### src/rtl/fd_branch_stage.sv
// Fetch/decode pipeline register with branch resolution (B, BR) and HLT handling.
// Optional BRANCH_STATS_EN adds saturating taken/resolved branch counters.
module fd_branch_stage (
  input  logic        clk,
  input  logic        rst_n,
  input  logic [31:0] F_out,
  input  logic        stall,
  input  logic [2:0]  flags,
  input  logic        flag_wait,
  input  logic [15:0] rs_data,
  output logic [15:0] D_pc_plus_2,
  output logic [15:0] D_instruction,
  output logic        D_valid,
  output logic        flush,
  output logic [15:0] branch_target,
  output logic        branch_stall,
  output logic        halt
`ifdef BRANCH_STATS_EN
  ,
  output logic [15:0] taken_count,
  output logic [15:0] resolved_count
`endif
);

  localparam int unsigned W = 16;
  localparam logic [3:0] OP_B   = 4'b1100;
  localparam logic [3:0] OP_BR  = 4'b1101;
  localparam logic [3:0] OP_HLT = 4'b1111;
  localparam logic [2:0] COND_ALWAYS = 3'b111;

  typedef enum logic [1:0] {RUN, WAIT, HALTED} state_e;

  state_e         state_q, state_d;
  logic [W-1:0]   pc_q, instr_q;
  logic           valid_q;
  logic           load_en, bubble, resolved;

  logic [3:0]     opcode;
  logic [2:0]     cond;
  logic           is_b, is_br, is_hlt, is_branch, cond_ok;
  logic           flag_z, flag_v, flag_n;
  logic [W-1:0]   b_offset, target;

  assign opcode    = instr_q[15:12];
  assign cond      = instr_q[11:9];
  assign is_b      = valid_q && (opcode == OP_B);
  assign is_br     = valid_q && (opcode == OP_BR);
  assign is_hlt    = valid_q && (opcode == OP_HLT);
  assign is_branch = is_b || is_br;
  assign {flag_z, flag_v, flag_n} = flags;

  // Sign-extended 9-bit word offset scaled to bytes.
  assign b_offset = {{6{instr_q[8]}}, instr_q[8:0], 1'b0};
  assign target   = is_b ? W'(pc_q + b_offset) : rs_data;

  always_comb begin
    cond_ok = 1'b1;
    case (cond)
      3'b000:  cond_ok = !flag_z;
      3'b001:  cond_ok = flag_z;
      3'b010:  cond_ok = !flag_z && !flag_n;
      3'b011:  cond_ok = flag_n;
      3'b100:  cond_ok = flag_z || (!flag_z && !flag_n);
      3'b101:  cond_ok = flag_n || flag_z;
      3'b110:  cond_ok = flag_v;
      default: cond_ok = 1'b1;
    endcase
  end

  // Next state, resolution outputs and register update enables.
  always_comb begin
    state_d       = state_q;
    branch_stall  = 1'b0;
    flush         = 1'b0;
    branch_target = '0;
    load_en       = 1'b0;
    bubble        = 1'b0;
    resolved      = 1'b0;
    case (state_q)
      RUN, WAIT: begin
        if (is_branch && (cond != COND_ALWAYS) && flag_wait) begin
          branch_stall = 1'b1;
          state_d      = WAIT;
        end else begin
          state_d  = RUN;
          resolved = is_branch && !stall;
          if (is_branch && cond_ok && !stall) begin
            flush         = 1'b1;
            branch_target = target;
            bubble        = 1'b1;
          end else if (is_hlt && !stall) begin
            state_d = HALTED;
          end else if (!stall) begin
            load_en = 1'b1;
          end
        end
      end
      HALTED:  state_d = HALTED;
      default: state_d = RUN;
    endcase
  end

  always_ff @(posedge clk or negedge rst_n) begin
    if (!rst_n) begin
      state_q <= RUN;
      pc_q    <= '0;
      instr_q <= '0;
      valid_q <= 1'b0;
    end else begin
      state_q <= state_d;
      if (bubble) begin
        pc_q    <= '0;
        instr_q <= '0;
        valid_q <= 1'b0;
      end else if (load_en) begin
        pc_q    <= F_out[31:16];
        instr_q <= F_out[15:0];
        valid_q <= 1'b1;
      end
    end
  end

  assign D_pc_plus_2   = pc_q;
  assign D_instruction = instr_q;
  assign D_valid       = valid_q;
  assign halt          = (state_q == HALTED);

`ifdef BRANCH_STATS_EN
  logic [W-1:0] taken_q, resolved_q;

  // Saturating event counters.
  always_ff @(posedge clk or negedge rst_n) begin
    if (!rst_n) begin
      taken_q    <= '0;
      resolved_q <= '0;
    end else begin
      if (flush && (taken_q != '1))
        taken_q <= W'(taken_q + W'(1));
      if (resolved && (resolved_q != '1))
        resolved_q <= W'(resolved_q + W'(1));
    end
  end

  assign taken_count    = taken_q;
  assign resolved_count = resolved_q;
`endif

endmodule

### config.mk
export PLATFORM = sky130hd
export DESIGN_NAME = fd_branch_stage
export DESIGN_NICKNAME = d
export VERILOG_FILES = /design/src/rtl/fd_branch_stage.sv
export SDC_FILE = /design/constraint.sdc
export NUM_CORES = 1
export LEC_CHECK = 0
export CAP_MARGIN = 0
export CORE_ASPECT_RATIO = 0.75
export CORE_MARGIN = 3
export CORE_UTILIZATION = 39
export CTS_CLUSTER_DIAMETER = 120
export CTS_CLUSTER_SIZE = 12
export DETAILED_ROUTE_END_ITERATION = 10
export PLACE_DENSITY = 0.78
export SLEW_MARGIN = 40
export SYNTH_ARGS = -nofsm -noshare
export SYNTH_HDL_FRONTEND = slang
export SYNTH_SLANG_ARGS = --single-unit
### constraint.sdc
create_clock -name clk -period 2.65 [get_ports clk]
set_clock_uncertainty 0.05 [all_clocks]
set_input_delay 0.6625 -clock clk [delete_from_list [all_inputs] [get_ports clk]]
set_output_delay 0.6625 -clock clk [all_outputs]
set_load 0.01 [all_outputs]
## Word level (Yosys, flattened, before mapping)

Index checks and enable logic that the tools add are counted.

- Register bits after elaboration: 35
- Logic and storage cells: 61

- Add/subtract/negate cells: 1
- Equality and inequality tests: 12
- Muxes and demuxes: 25
- Reduce and logical (&&, ||, !) cells: 19

Operators by type and width:

| operator | number |
|---|---|
| 2-to-1 mux 16 bit | 8 |
| adder 16 bit | 1 |
| == test 4 bit (second input constant) | 3 |
| 2-to-1 mux 1 bit | 12 |
| == test 3 bit (second input constant) | 3 |
| logical AND 1 bit | 9 |
| case mux 1 bit (7 select lines) | 1 |
| == test 3 x 2 -> 1 bit (second input constant) | 2 |
| 2-to-1 mux 2 bit | 3 |
| case mux 2 bit (2 select lines) | 1 |
| == test 3 x 1 -> 1 bit (second input constant) | 1 |
| logical NOT 1 bit | 3 |
| logical NOT 3 bit | 1 |
| logical OR 1 bit | 3 |
| != test 3 bit (second input constant) | 1 |
| == test 2 x 1 -> 1 bit (second input constant) | 1 |
| == test 2 bit (second input constant) | 1 |
| logical NOT 2 bit | 1 |
| nonzero test 2 bit | 1 |
| OR reduction 2 bit | 1 |

## Longest topological paths before layout

- Word-level depth: 11
- Depth in mapped cells: 9
- Depth with buffers taken out: 9

## Worst setup path before layout

No wires, ideal clock.

- Path type: register to output
- Start point: reg pc_q[1], in the netlist D_pc_plus_2[1]
- End point: out branch_target[15]
- Arrival time: 2209 ps
- Required time: 1938 ps
- Setup slack: -271 ps
- Cell stages (with the launch flop): 10
- Path buffers: 0
- Cells stage by stage: dfrtp_1 > ha_1 > inv_1 > fa_1 > nand2b_1 > a21oi_1 > o31ai_2 > a21oi_1 > or3_1 > a311oi_1

- Word-level cells in the longest chain between the ends: 5

RTL lines:

| element | RTL line | RTL |
|---|---|---|
| start: declaration | 34 | `logic [W-1:0] pc_q, instr_q;` |
| start signal: assignment | 116 | `pc_q <= F_out[31:16];` |
| adder 16 bit | 54 | `assign target = is_b ? W'(pc_q + b_offset) : rs_data;` |
| 2-to-1 mux 16 bit | 54 |  |
| 2-to-1 mux 16 bit | 87 | `if (is_branch && cond_ok && !stall) begin` |
| 2-to-1 mux 16 bit | 81 | `if (is_branch && (cond != COND_ALWAYS) && flag_wait) begin` |
| 2-to-1 mux 16 bit | 79 | `case (state_q)` |
| end: declaration | 15 | `output logic [15:0] branch_target,` |

No other way between the ends.

## Worst setup path after layout

Same ends and word-level chain as after synthesis.

==> impl_metrics.env <==
export IMPL_start_kind="register"
export IMPL_synthesis_area_um2=2475
export IMPL_fin_util_pct=77.99
export IMPL_relSlewSlack_pct=67.37
export IMPL_tightest_slew_ns=0.4895
export IMPL_die_w_um=97.99
export IMPL_first_global_vias=3036
export IMPL_setup_viol=17
export IMPL_synth_compound_gate_area_share_pct=23.61
export IMPL_min_delay_start="state_q[0]"
export IMPL_place_area_um2=4249
export IMPL_clk_pin_slew_ns=0.08
export IMPL_synthArstFlopShare_pct=100.0
export IMPL_cp_required_ns=1.94
export IMPL_core_area_um2=5976
export IMPL_arrival_ns=2.64
export IMPL_first_iter_violations=329
export IMPL_synth_area_per_cell_um2=7.639
export IMPL_p_per_area_nw_per_um2=1225
export IMPL_cts_buffers=5
export IMPL_muxShareOfSynthArea_pct=0.4044
export IMPL_netSwitchingFraction_pct=42.74
export IMPL_ir_drop_v=0.0006127
export IMPL_vias=3150
export IMPL_grt_remaining_overflow=0
export IMPL_synth_fp_nets=394
export IMPL_dp_hpwl_um=6572
export IMPL_drive_gt1_share_pct=35.38
export IMPL_maxCapViolations=0
export IMPL_violations="setup timing"
export IMPL_grt_usage_pct=24.88
export IMPL_p_leak_nw=2.181
export IMPL_crit_type="register to output port"
export IMPL_root_buffer="clkbuf_8"
export IMPL_fin_crit_ns=3.355
export IMPL_synth_cell_type_count=44
export IMPL_grt_max_degree=65
export IMPL_synth_simple_gate_area_share_pct=24.06
export IMPL_die_h_um=74.99
export IMPL_rr_startpoint="D_instruction[10]"
export IMPL_worst_path_max_fanout=2
export IMPL_cp_end_kind="output port"
export IMPL_clkPwrFrac_pct=8.6
export IMPL_p_int_mw=3.268
export IMPL_finalHoldViolCount=0
export IMPL_wl_per_cell_um=16.27
export IMPL_via_per_inst=5.268
export IMPL_start_util_pct=41.42
export IMPL_synth_top_family_by_area="simple AND/OR/NAND/NOR gates"
export IMPL_insertion_delay_ns=0.30
export IMPL_dp_slack_ns=-1.040
export IMPL_p_total_mw=5.708
export IMPL_cts_tree="yes"
export IMPL_finalWirelength_um=9732
export IMPL_status="complete, but fails checks"
export IMPL_final_antenna_net_count=0
export IMPL_dr_pass1_iters=5
export IMPL_ys_flop_type="dfrtp_1"
export IMPL_io_pins=107
export IMPL_worst_hold_path_type="register to register"
export IMPL_clk_path_buf_depth=2
export IMPL_ys_warn_count=0
export IMPL_synth_fa_ha_area_share_pct=7.887
export IMPL_rsz0062_at_grt="true"
export IMPL_antenna_found_initial=0
export IMPL_pwr_share_comb_pct=73.9
export IMPL_area_growth_pct=88.32
export IMPL_ys_seq_area_share_pct=35.39
export IMPL_fin_crit_sh_pct=126.6
export IMPL_max_freq_mhz=298.1
export IMPL_diodes=0
export IMPL_ys_ff_latch=35
export IMPL_synth_xor_area_share_pct=3.185
export IMPL_crit_start="D_pc_plus_2[1]"
export IMPL_grt_pass1_wl_um=14430
export IMPL_syn_inst=324
export IMPL_dieArea_um2=7348
export IMPL_netSwitchingPower_mw=2.440
export IMPL_finalNetCount=590
export IMPL_worst_slack_ns=-0.7046
export IMPL_clock_sinks=35
export IMPL_pwr_share_seq_pct=17.5
export IMPL_design_area_um2=4661
export IMPL_rows=24
export IMPL_ctsHoldBuffers=0
export IMPL_drc=0
export IMPL_fillers=386
export IMPL_synth_edf_count=0
export IMPL_finalMaxSlewViolations=0
export IMPL_io_buffer_count=106
export IMPL_routabilityCongestion=0.8547
export IMPL_htreeDepth=2
[final cells by class]
type | instances | area (um^2) | area share, %
clock buffers | 5 | 68.82 | 1.477
clock inverters | 2 | 37.54 | 0.8054
flip-flops and latches | 35 | 879.6 | 18.87
repair buffers | 208 | 1821 | 39.06
multi-input cells | 260 | 1717 | 36.83
well taps | 78 | 97.59 | 2.094
inverters | 10 | 40.04 | 0.8591
[per-stage QoR]
stage | TNS (ns) | hold slack [ns] | std cells
detailed placement | -20.69 | 0.4679 | 572
CTS | -6.901 | 0.4877 | 595
global placement | -19.35 | 0.4380 | 572
finish | -7.266 | 0.5100 | 598
global route | -8.683 | 0.5472 | 598
floorplan | -0.2466 | 0.3169 | 324
[critical path, stage by stage, from the launching register on]
cell      delay, ns
dfrtp_1        0.39
ha_2           0.21
inv_2          0.07
fa_2           0.20
nand2b_4       0.14
a21oi_4        0.07
buf_6          0.13
o31ai_4        0.28
a21oi_2        0.12
or3_4          0.39
a311oi_2       0.19
buf_2          0.17
[kinds of logic after synthesis]
kind of cell | Yosys count
DFF | 35
and+or+nand+nor | 140
adders and majority gates | 15
AOI/OAI and AO/OA | 95
buffers and inverters | 29
xor gates and xnor gates | 9
muxes | 1
[power by group through the flow]
stage	registers [mW]	clock network (mW)	logic [mW]
after floorplan	1.08	0	1.54
after detailed placement	0.968	0	3.53
after global routing	1.02	0.511	4.52
after CTS	0.972	0.492	3.85
after global placement	0.954	0	3.46
final	1.00	0.488	4.22
[worst paths after layout]
check                      cells after the start  slack [ns]                 to
min in group asynchronous                      2        0.73         state_q[0]
max in group asynchronous                      2        1.44   D_instruction[8]
min                                            2        0.51         state_q[1]
max reg2reg                                   10        0.39   D_instruction[4]
max                                           11       -0.70  branch_target[15]
min reg2reg                                    2        0.51         state_q[1]
[synthesized netlist by cell type (all sizes together) (5+ instances only)]
library cell,number,area share [%]
inv,10,1.5
xnor2,7,2.5
clkbuf,13,2.0
a21oi,28,7.2
nand2,95,14
buf,6,2.0
dfrtp,35,35
nor2,18,2.8
o21ai,42,8.5
ha,14,7.1
or3,5,1.3
o211ai,5,1.5
nand4,5,1.3
[registers in the layout, summed over array words and instances (netlist names)]
name,cells
D_pc_plus_2,16
D_valid,1
state_q,2
D_instruction,16
[per-layer routing]
| layer | GRT usage, % | up-vias | wire [um] |
|---|---|---|---|
| li1 | - | 1508 | - |
| met1 | 31.22 | 1448 | 3977 |
| met2 | 43.59 | 172 | 4757 |
| met3 | 4.722 | 22 | 739 |
| met4 | 9.217 | 0 | 258 |
| met5 | 0 | - | 0 |
[cells in the final DEF, fill, tap and decap left out, drive strengths merged, types with 3 or more instances in the layout]
cell type / netlist / final
buf: 6 / 121
nand2: 95 / 95
clkdlybuf4s50: 0 / 83
o21ai: 42 / 42
dfrtp: 35 / 35
a21oi: 28 / 28
nor2: 18 / 18
ha: 14 / 14
inv: 10 / 10
xnor2: 7 / 7
o211ai: 5 / 5
nand4: 5 / 5
clkbuf: 13 / 5
or3: 5 / 5
dlygate4sd2: 0 / 4
nand3: 4 / 4
a211oi: 4 / 4
nor3: 4 / 4
a31oi: 4 / 4
nor2b: 3 / 3
[timing repair]
action | CTS | global route
endpoints found under the setup margin | 18 | 17
cloned | 1 | 0
gates resized for setup | 118 | 25
pin swaps | 46 | 34
setup buffers | 15 | 4
Note: power is estimated with default switching activity, not from simulation.
